[config.mk]
export PLATFORM = sky130hd
export DESIGN_NAME = ita_step_sequencer
export DESIGN_NICKNAME = d
export VERILOG_FILES = /design/src/rtl/ita_step_sequencer.sv
export SDC_FILE = /design/constraint.sdc
export NUM_CORES = 1
export LEC_CHECK = 0
export CELL_PAD_IN_SITES_DETAIL_PLACEMENT = 0
export CELL_PAD_IN_SITES_GLOBAL_PLACEMENT = 1
export CORE_MARGIN = 2
export CORE_UTILIZATION = 35
export CTS_CLUSTER_DIAMETER = 60
export DETAILED_ROUTE_END_ITERATION = 8
export PLACE_DENSITY_LB_ADDON = 0.1
export SLEW_MARGIN = 30
export SYNTH_ARGS = -nofsm -noshare
export SYNTH_HDL_FRONTEND = slang
export SYNTH_SLANG_ARGS = --single-unit
[constraint.sdc]
create_clock -name clk_i -period 5.5 [get_ports clk_i]
set_clock_uncertainty 0.1 [all_clocks]
set_input_delay 0.55 -clock clk_i [delete_from_list [all_inputs] [get_ports clk_i]]
set_output_delay 0.55 -clock clk_i [all_outputs]
set_load 0.005 [all_outputs]
[src/rtl/ita_step_sequencer.sv]
// ITA step sequencer: latches a layer descriptor, walks the layer's step
// sequence, issues output-tile jobs with a bounded number in flight, drains
// between steps, and drives the per-step requant/activation constants.
package ita_step_pkg;

    typedef logic [7:0] requant_const_t;
    typedef logic [7:0] requant_t;
    typedef logic [3:0] n_heads_t;

    typedef enum logic [1:0] {
        ActIdentity = 2'd0,
        ActRelu     = 2'd1,
        ActGelu     = 2'd2
    } activation_e;

    typedef enum logic [1:0] {
        LayerAttention   = 2'd0,
        LayerFeedforward = 2'd1,
        LayerLinear      = 2'd2
    } layer_e;

    typedef enum logic [3:0] {
        StepIdle   = 4'd0,
        StepQ      = 4'd1,
        StepK      = 4'd2,
        StepV      = 4'd3,
        StepQK     = 4'd4,
        StepAV     = 4'd5,
        StepOW     = 4'd6,
        StepF1     = 4'd7,
        StepF2     = 4'd8,
        StepMatMul = 4'd9
    } step_e;

    typedef struct packed {
        logic                 start;
        layer_e               layer;
        activation_e          activation;
        logic [31:0]          tile_s;
        logic [31:0]          tile_e;
        logic [31:0]          tile_p;
        logic [31:0]          tile_f;
        requant_const_t [7:0] eps_mult;
        requant_const_t [7:0] right_shift;
        requant_t [7:0]       add;
    } ctrl_t;

    function automatic int idx_width(input int n);
        return (n > 1) ? $clog2(n) : 1;
    endfunction

endpackage

// Tile job handshake: a job is transferred on every rising clock edge where
// tile_valid_o and tile_ready_i are both high; while valid is high and ready
// low, step, head and indices are held. tile_done_i is a one-cycle pulse per
// completed job, independent of the issue handshake.
module ita_step_sequencer
    import ita_step_pkg::*;
#(
    parameter int MaxOutstanding = 4
) (
    input  logic           clk_i,
    input  logic           rst_ni,
    input  ctrl_t          ctrl_i,
    input  n_heads_t       n_heads_i,
    output step_e          step_o,
    output logic           tile_valid_o,
    input  logic           tile_ready_i,
    output logic [31:0]    tile_outer_o,
    output logic [31:0]    tile_inner_o,
    output n_heads_t       head_o,
    input  logic           tile_done_i,
    output requant_const_t eps_mult_o,
    output requant_const_t right_shift_o,
    output requant_t       add_o,
    output activation_e    activation_o,
    output logic           busy_o,
    output logic           done_o,
    output logic           err_o,
    output logic [1:0]     dbg_state_o
);

    localparam int CntW = idx_width(MaxOutstanding + 1);
    localparam logic [CntW-1:0] MaxOut = CntW'(MaxOutstanding);

    typedef enum logic [1:0] {
        StIdle  = 2'd0,
        StIssue = 2'd1,
        StDrain = 2'd2
    } state_e;

    state_e               r_state, w_state_nxt;
    step_e                r_step, w_step_nxt;
    n_heads_t             r_head, w_head_nxt;
    logic [31:0]          r_outer, w_outer_nxt;
    logic [31:0]          r_inner, w_inner_nxt;
    logic                 r_valid, w_valid_nxt;
    logic [CntW-1:0]      r_out, w_out_nxt;
    logic                 r_busy, w_busy_nxt;
    logic                 r_done, w_done_nxt;
    logic                 r_err, w_err_nxt;
    logic                 w_load;

    // latched descriptor
    n_heads_t             r_n_heads;
    activation_e          r_act;
    logic [31:0]          r_tile_s, r_tile_e, r_tile_p, r_tile_f;
    requant_const_t [7:0] r_eps;
    requant_const_t [7:0] r_rs;
    requant_t [7:0]       r_add;

    logic                 w_accept, w_spurious, w_final;
    logic                 w_inner_last, w_outer_last;
    logic [31:0]          w_inner_raw, w_inner_cnt, w_outer_cnt;
    n_heads_t             w_head_last;
    logic [2:0]           w_rq_idx;

    function automatic step_e first_step(input layer_e layer);
        case (layer)
            LayerAttention:   return StepQ;
            LayerFeedforward: return StepF1;
            default:          return StepMatMul;
        endcase
    endfunction

    assign w_accept     = r_valid & tile_ready_i;
    assign w_spurious   = tile_done_i & (r_out == '0) & ~w_accept;
    assign w_outer_cnt  = (r_tile_s == 32'd0) ? 32'd1 : r_tile_s;
    assign w_inner_cnt  = (w_inner_raw == 32'd0) ? 32'd1 : w_inner_raw;
    assign w_inner_last = (r_inner == w_inner_cnt - 32'd1);
    assign w_outer_last = (r_outer == w_outer_cnt - 32'd1);
    assign w_head_last  = (r_n_heads == '0) ? '0 : r_n_heads - n_heads_t'(1);
    assign w_final      = ((r_step == StepOW) && (r_head == w_head_last)) ||
                          (r_step == StepF2) || (r_step == StepMatMul);

    // Inner tile count and requant constant index selected by the current step
    always_comb begin
        w_inner_raw = r_tile_f;
        w_rq_idx    = 3'd0;
        case (r_step)
            StepQ:      begin w_inner_raw = r_tile_p; w_rq_idx = 3'd0; end
            StepK:      begin w_inner_raw = r_tile_p; w_rq_idx = 3'd1; end
            StepV:      begin w_inner_raw = r_tile_p; w_rq_idx = 3'd2; end
            StepQK:     begin w_inner_raw = r_tile_s; w_rq_idx = 3'd3; end
            StepAV:     begin w_inner_raw = r_tile_p; w_rq_idx = 3'd4; end
            StepOW:     begin w_inner_raw = r_tile_e; w_rq_idx = 3'd5; end
            StepF1:     begin w_inner_raw = r_tile_f; w_rq_idx = 3'd6; end
            StepF2:     begin w_inner_raw = r_tile_e; w_rq_idx = 3'd7; end
            StepMatMul: begin w_inner_raw = r_tile_f; w_rq_idx = 3'd6; end
            default:    begin w_inner_raw = r_tile_f; w_rq_idx = 3'd0; end
        endcase
    end

    // Next-state, tile walk, outstanding count and flags
    always_comb begin
        w_state_nxt = r_state;
        w_step_nxt  = r_step;
        w_head_nxt  = r_head;
        w_outer_nxt = r_outer;
        w_inner_nxt = r_inner;
        w_busy_nxt  = r_busy;
        w_done_nxt  = 1'b0;
        w_err_nxt   = r_err | w_spurious;
        w_load      = 1'b0;

        // issue and done together cancel; a spurious done never underflows
        w_out_nxt = r_out;
        if (w_accept && !tile_done_i) begin
            w_out_nxt = r_out + CntW'(1);
        end else if (!w_accept && tile_done_i && (r_out != '0)) begin
            w_out_nxt = r_out - CntW'(1);
        end

        case (r_state)
            StIdle: begin
                w_busy_nxt  = 1'b0;
                w_step_nxt  = StepIdle;
                w_head_nxt  = '0;
                w_outer_nxt = '0;
                w_inner_nxt = '0;
                if (ctrl_i.start) begin
                    w_load      = 1'b1;
                    w_state_nxt = StIssue;
                    w_busy_nxt  = 1'b1;
                    w_step_nxt  = first_step(ctrl_i.layer);
                    w_err_nxt   = w_spurious;
                end
            end
            StIssue: begin
                if (w_accept) begin
                    if (w_inner_last) begin
                        w_inner_nxt = '0;
                        if (w_outer_last) begin
                            w_outer_nxt = '0;
                            w_state_nxt = StDrain;
                        end else begin
                            w_outer_nxt = r_outer + 32'd1;
                        end
                    end else begin
                        w_inner_nxt = r_inner + 32'd1;
                    end
                end
            end
            StDrain: begin
                // the last completion of the step advances in the same cycle
                if (w_out_nxt == '0) begin
                    w_outer_nxt = '0;
                    w_inner_nxt = '0;
                    if (w_final) begin
                        w_done_nxt  = 1'b1;
                        w_state_nxt = StIdle;
                    end else begin
                        w_state_nxt = StIssue;
                        case (r_step)
                            StepQ:  w_step_nxt = StepK;
                            StepK:  w_step_nxt = StepV;
                            StepV:  w_step_nxt = StepQK;
                            StepQK: w_step_nxt = StepAV;
                            StepAV: w_step_nxt = StepOW;
                            StepOW: begin
                                w_step_nxt = StepQ;
                                w_head_nxt = r_head + n_heads_t'(1);
                            end
                            default: w_step_nxt = StepF2;
                        endcase
                    end
                end
            end
            default: w_state_nxt = StIdle;
        endcase

        w_valid_nxt = (w_state_nxt == StIssue) && (w_out_nxt < MaxOut);
    end

    // FSM state and control registers
    always_ff @(posedge clk_i or negedge rst_ni) begin
        if (!rst_ni) begin
            r_state <= StIdle;
            r_step  <= StepIdle;
            r_head  <= '0;
            r_outer <= '0;
            r_inner <= '0;
            r_valid <= 1'b0;
            r_out   <= '0;
            r_busy  <= 1'b0;
            r_done  <= 1'b0;
            r_err   <= 1'b0;
        end else begin
            r_state <= w_state_nxt;
            r_step  <= w_step_nxt;
            r_head  <= w_head_nxt;
            r_outer <= w_outer_nxt;
            r_inner <= w_inner_nxt;
            r_valid <= w_valid_nxt;
            r_out   <= w_out_nxt;
            r_busy  <= w_busy_nxt;
            r_done  <= w_done_nxt;
            r_err   <= w_err_nxt;
        end
    end

    // Descriptor capture on an accepted start
    always_ff @(posedge clk_i or negedge rst_ni) begin
        if (!rst_ni) begin
            r_n_heads <= '0;
            r_act     <= ActIdentity;
            r_tile_s  <= '0;
            r_tile_e  <= '0;
            r_tile_p  <= '0;
            r_tile_f  <= '0;
            r_eps     <= '0;
            r_rs      <= '0;
            r_add     <= '0;
        end else if (w_load) begin
            r_n_heads <= n_heads_i;
            r_act     <= ctrl_i.activation;
            r_tile_s  <= ctrl_i.tile_s;
            r_tile_e  <= ctrl_i.tile_e;
            r_tile_p  <= ctrl_i.tile_p;
            r_tile_f  <= ctrl_i.tile_f;
            r_eps     <= ctrl_i.eps_mult;
            r_rs      <= ctrl_i.right_shift;
            r_add     <= ctrl_i.add;
        end
    end

    // Per-step constants follow step_o; zero while no step is active
    always_comb begin
        eps_mult_o    = '0;
        right_shift_o = '0;
        add_o         = '0;
        activation_o  = ActIdentity;
        if (r_step != StepIdle) begin
            eps_mult_o    = r_eps[w_rq_idx];
            right_shift_o = r_rs[w_rq_idx];
            add_o         = r_add[w_rq_idx];
            if ((r_step == StepF1) || (r_step == StepMatMul)) begin
                activation_o = r_act;
            end
        end
    end

    assign step_o       = r_step;
    assign tile_valid_o = r_valid;
    assign tile_outer_o = r_outer;
    assign tile_inner_o = r_inner;
    assign head_o       = r_head;
    assign busy_o       = r_busy;
    assign done_o       = r_done;
    assign err_o        = r_err;
    assign dbg_state_o  = r_state;

endmodule

==> impl_metrics.env <==
export IMPL_num_vias=23820
export IMPL_finalHoldViolations=0
export IMPL_timing_final_crit_share_pct=99.63
export IMPL_dr_first_iter_drc_count=1873
export IMPL_synth_top_flop_cell="dfrtp_1"
export IMPL_cp_end_kind="register"
export IMPL_start_util_pct=35.39
export IMPL_relSlewSlack_pct=37.25
export IMPL_p_total_w=0.02053
export IMPL_gp_congestion=0.9361
export IMPL_layout_min_cycle_time_ps=5480
export IMPL_crit_arrival_ps=5910
export IMPL_synthTopCellsByArea="dfrtp_1 (44%), nand2_1 (20%), clkbuf_1 (2.6%), nor2_1 (2.1%), o21ai_0 (2.0%)"
export IMPL_cp_start_kind="register"
export IMPL_clk_pin_slew_worst_paths_ps=60
export IMPL_worstMarginPinSlew_ps=934.1
export IMPL_detail_route_antenna_nets=0
export IMPL_grtUsageTotal_pct=26.54
export IMPL_tns_ps=0
export IMPL_wl_um=93880
export IMPL_cts_sinks=407
export IMPL_cts_root_buf="clkbuf_16"
export IMPL_syn_area_um2=23260
export IMPL_setup_viol=0
export IMPL_rsz0062_at_grt="yes"
export IMPL_status="finished, final reports clean"
export IMPL_criticalPathCategory="register to register"
export IMPL_ys_types=92
export IMPL_post_synth_top_area_fraction_pct=43.78
export IMPL_hold_path_class="input port to async pin"
export IMPL_clk_path_buf_depth=3
export IMPL_worstPathMaxFanout=6
export IMPL_yosysSeqAreaShare_pct=43.78
export IMPL_syn_nets=3352
export IMPL_nNetsFinal=3915
export IMPL_synth_top_cells_by_count="nand2_1 (1243), dfrtp_1 (407), clkbuf_1 (163)"
export IMPL_rows=94
export IMPL_ys_ff_latch=407
export IMPL_num_io_pins=437
export IMPL_power_density_nw_per_um2=628.6
export IMPL_antenna_found_initial=23
export IMPL_avgViaCountPerCell=5.309
export IMPL_tritoncts="done"
export IMPL_required_ps=5930
export IMPL_yosysWarningCount=0
export IMPL_yosysMostFrequentCell="nand2_1"
export IMPL_avgSynthCellArea_um2=7.727
export IMPL_p_leak_nw=14.74
export IMPL_die_h_um=261.8
export IMPL_drive_gt1_share_pct=13.45
export IMPL_numCtsBuffers=49
export IMPL_synth_edf_count=0
export IMPL_drc_errors=0
export IMPL_drtPass1Iterations=6
export IMPL_final_util_pct=49.66
export IMPL_synthArstFlopShare_pct=100.0
export IMPL_dp_hpwl_um=69260
export IMPL_htreeDepth=2
export IMPL_ir_worst_vdd_v=0.0004615
export IMPL_wire_per_inst_um=20.93
export IMPL_io_buffers=436
export IMPL_gr_total_overflow=0
export IMPL_max_freq_mhz=182.5
export IMPL_grt_pass1_wl_um=139900
export IMPL_clk_latency_ps=610
export IMPL_final_max_slew_violation_count=0
export IMPL_synth_top_area_cell="dfrtp_1"
export IMPL_first_global_vias=23490
export IMPL_cap_viol_max_count=0
export IMPL_syn_inst=3011
export IMPL_rrSetupSlack_ps=20
export IMPL_grt_max_degree=172
export IMPL_area_growth_pct=40.34
export IMPL_die_w_um=261.8
export IMPL_core_area_um2=65750
export IMPL_dieArea_um2=68550
## stage by stage
step,instance area [um2],hold WS [ps],instances,worst slack (ps)
after global placement,29990,351.5,4361,-318.9
after global routing,32640,354.1,4483,-199.9
after detailed placement,30020,361.7,4362,-432.4
after CTS,31880,342.2,4454,0.2527
final,32650,355.3,4486,20.35
after floorplan,23270,154.4,3011,26.09
## cells in the final DEF, fill, tap and decap left out, drive strengths merged, types with 42 or more instances in the layout
cell and instances:
buf 269, nor2 133, clkdlybuf4s50 435, dfrtp 407, o21ai 99, and3 67, nand3 90, xnor2 53
nand2 1245, a21oi 64, nor3 46, nand2b 42, clkbuf 68
## flip-flops by register name (all words and copies together) (netlist names)
signal,count
err_o,1
r_tile_p,32
r_tile_f,32
tile_valid_o,1
tile_inner_o,32
r_n_heads,4
dbg_state_o,2
r_rs,64
done_o,1
r_act,2
head_o,4
busy_o,1
r_eps,64
r_add,64
r_out,3
tile_outer_o,32
r_tile_s,32
r_tile_e,32
step_o,4
## layer usage
metal  wire length [um]  GRT usage (%)
met5                195              0
met4               2638          7.165
met2              44610          43.50
met1              40610          35.75
met3               5821          5.266
## power breakdown
group	switching, W	internal (W)	total [W]	leakage [nW]
Combinational	0.00645	0.00507	0.0115	8.86
Clock	0.00140	0.00216	0.00356	0.862
Sequential	0.00117	0.00428	0.00545	5.02
## final cells by class
cell class	count	area, um2
Clock inverter	27	424.2
Sequential cell	407	10190
Inverter	24	93.84
Tap cell	864	1081
Multi-Input combinational cell	2383	12720
Clock buffer	64	1343
Antenna cell	8	20.02
Timing Repair Buffer	709	6775
Fill cell	6435	33100
## cells by family (layout without fill, tap and decap cells)
kind of cell | Yosys count | in the layout | synth area share (%)
fa+ha+maj | 8 | 8 | 0.4303
mux | 9 | 9 | 0.3980
compound gates | 463 | 463 | 14.06
simple gates | 1816 | 1816 | 34.24
xor+xnor | 87 | 87 | 3.275
flops | 407 | 407 | 43.78
buf+inv | 221 | 824 | 3.818
other cells | 0 | 8 | 0
## worst max-delay path, cell delays in order (launching register included)
cell,delay [ps]
dfrtp_2,420
or4b_4,560
buf_12,160
buf_8,130
nor2_4,70
o32ai_2,90
a222oi_1,390
and4_1,310
nand3_2,130
nor2_4,150
nor2_2,40
ha_2,200
buf_6,120
xor2_2,140
xnor2_1,140
a211oi_1,210
o211ai_1,120
or4_1,430
nor4_2,230
buf_4,180
nand4_1,140
or3_1,380
or4b_1,460
nand3_1,90
## what timing repair did
action | CTS | global route
endpoints found under the setup margin | 67 | 66
pin swaps | 2 | 44
cloned | 0 | 7
hold buffers | 1 | 0
resized for setup | 16 | 124
buffers inserted | 0 | 16
hold endpoints to repair | 52 | 0
## path summary, 6_finish.rpt
check | to | from | cells past startpoint
worst max-delay path | tile_outer_o[3]$_DFFE_PN0P_ | step_o[0]$_DFFE_PN0P_ | 23
worst max register to register | tile_outer_o[3]$_DFFE_PN0P_ | step_o[0]$_DFFE_PN0P_ | 23
worst min-delay path | tile_outer_o[11]$_DFFE_PN0P_ | rst_ni | 2
max in group asynchronous | r_eps[29]$_DFFE_PN0P_ | rst_ni | 3
min in group clk_i | r_rs[23]$_DFFE_PN0P_ | ctrl_i[87] | 3
worst min register to register | r_add[32]$_DFFE_PN0P_ | r_add[32]$_DFFE_PN0P_ | 2
No activity file was read; power rests on OpenSTA's default activity.
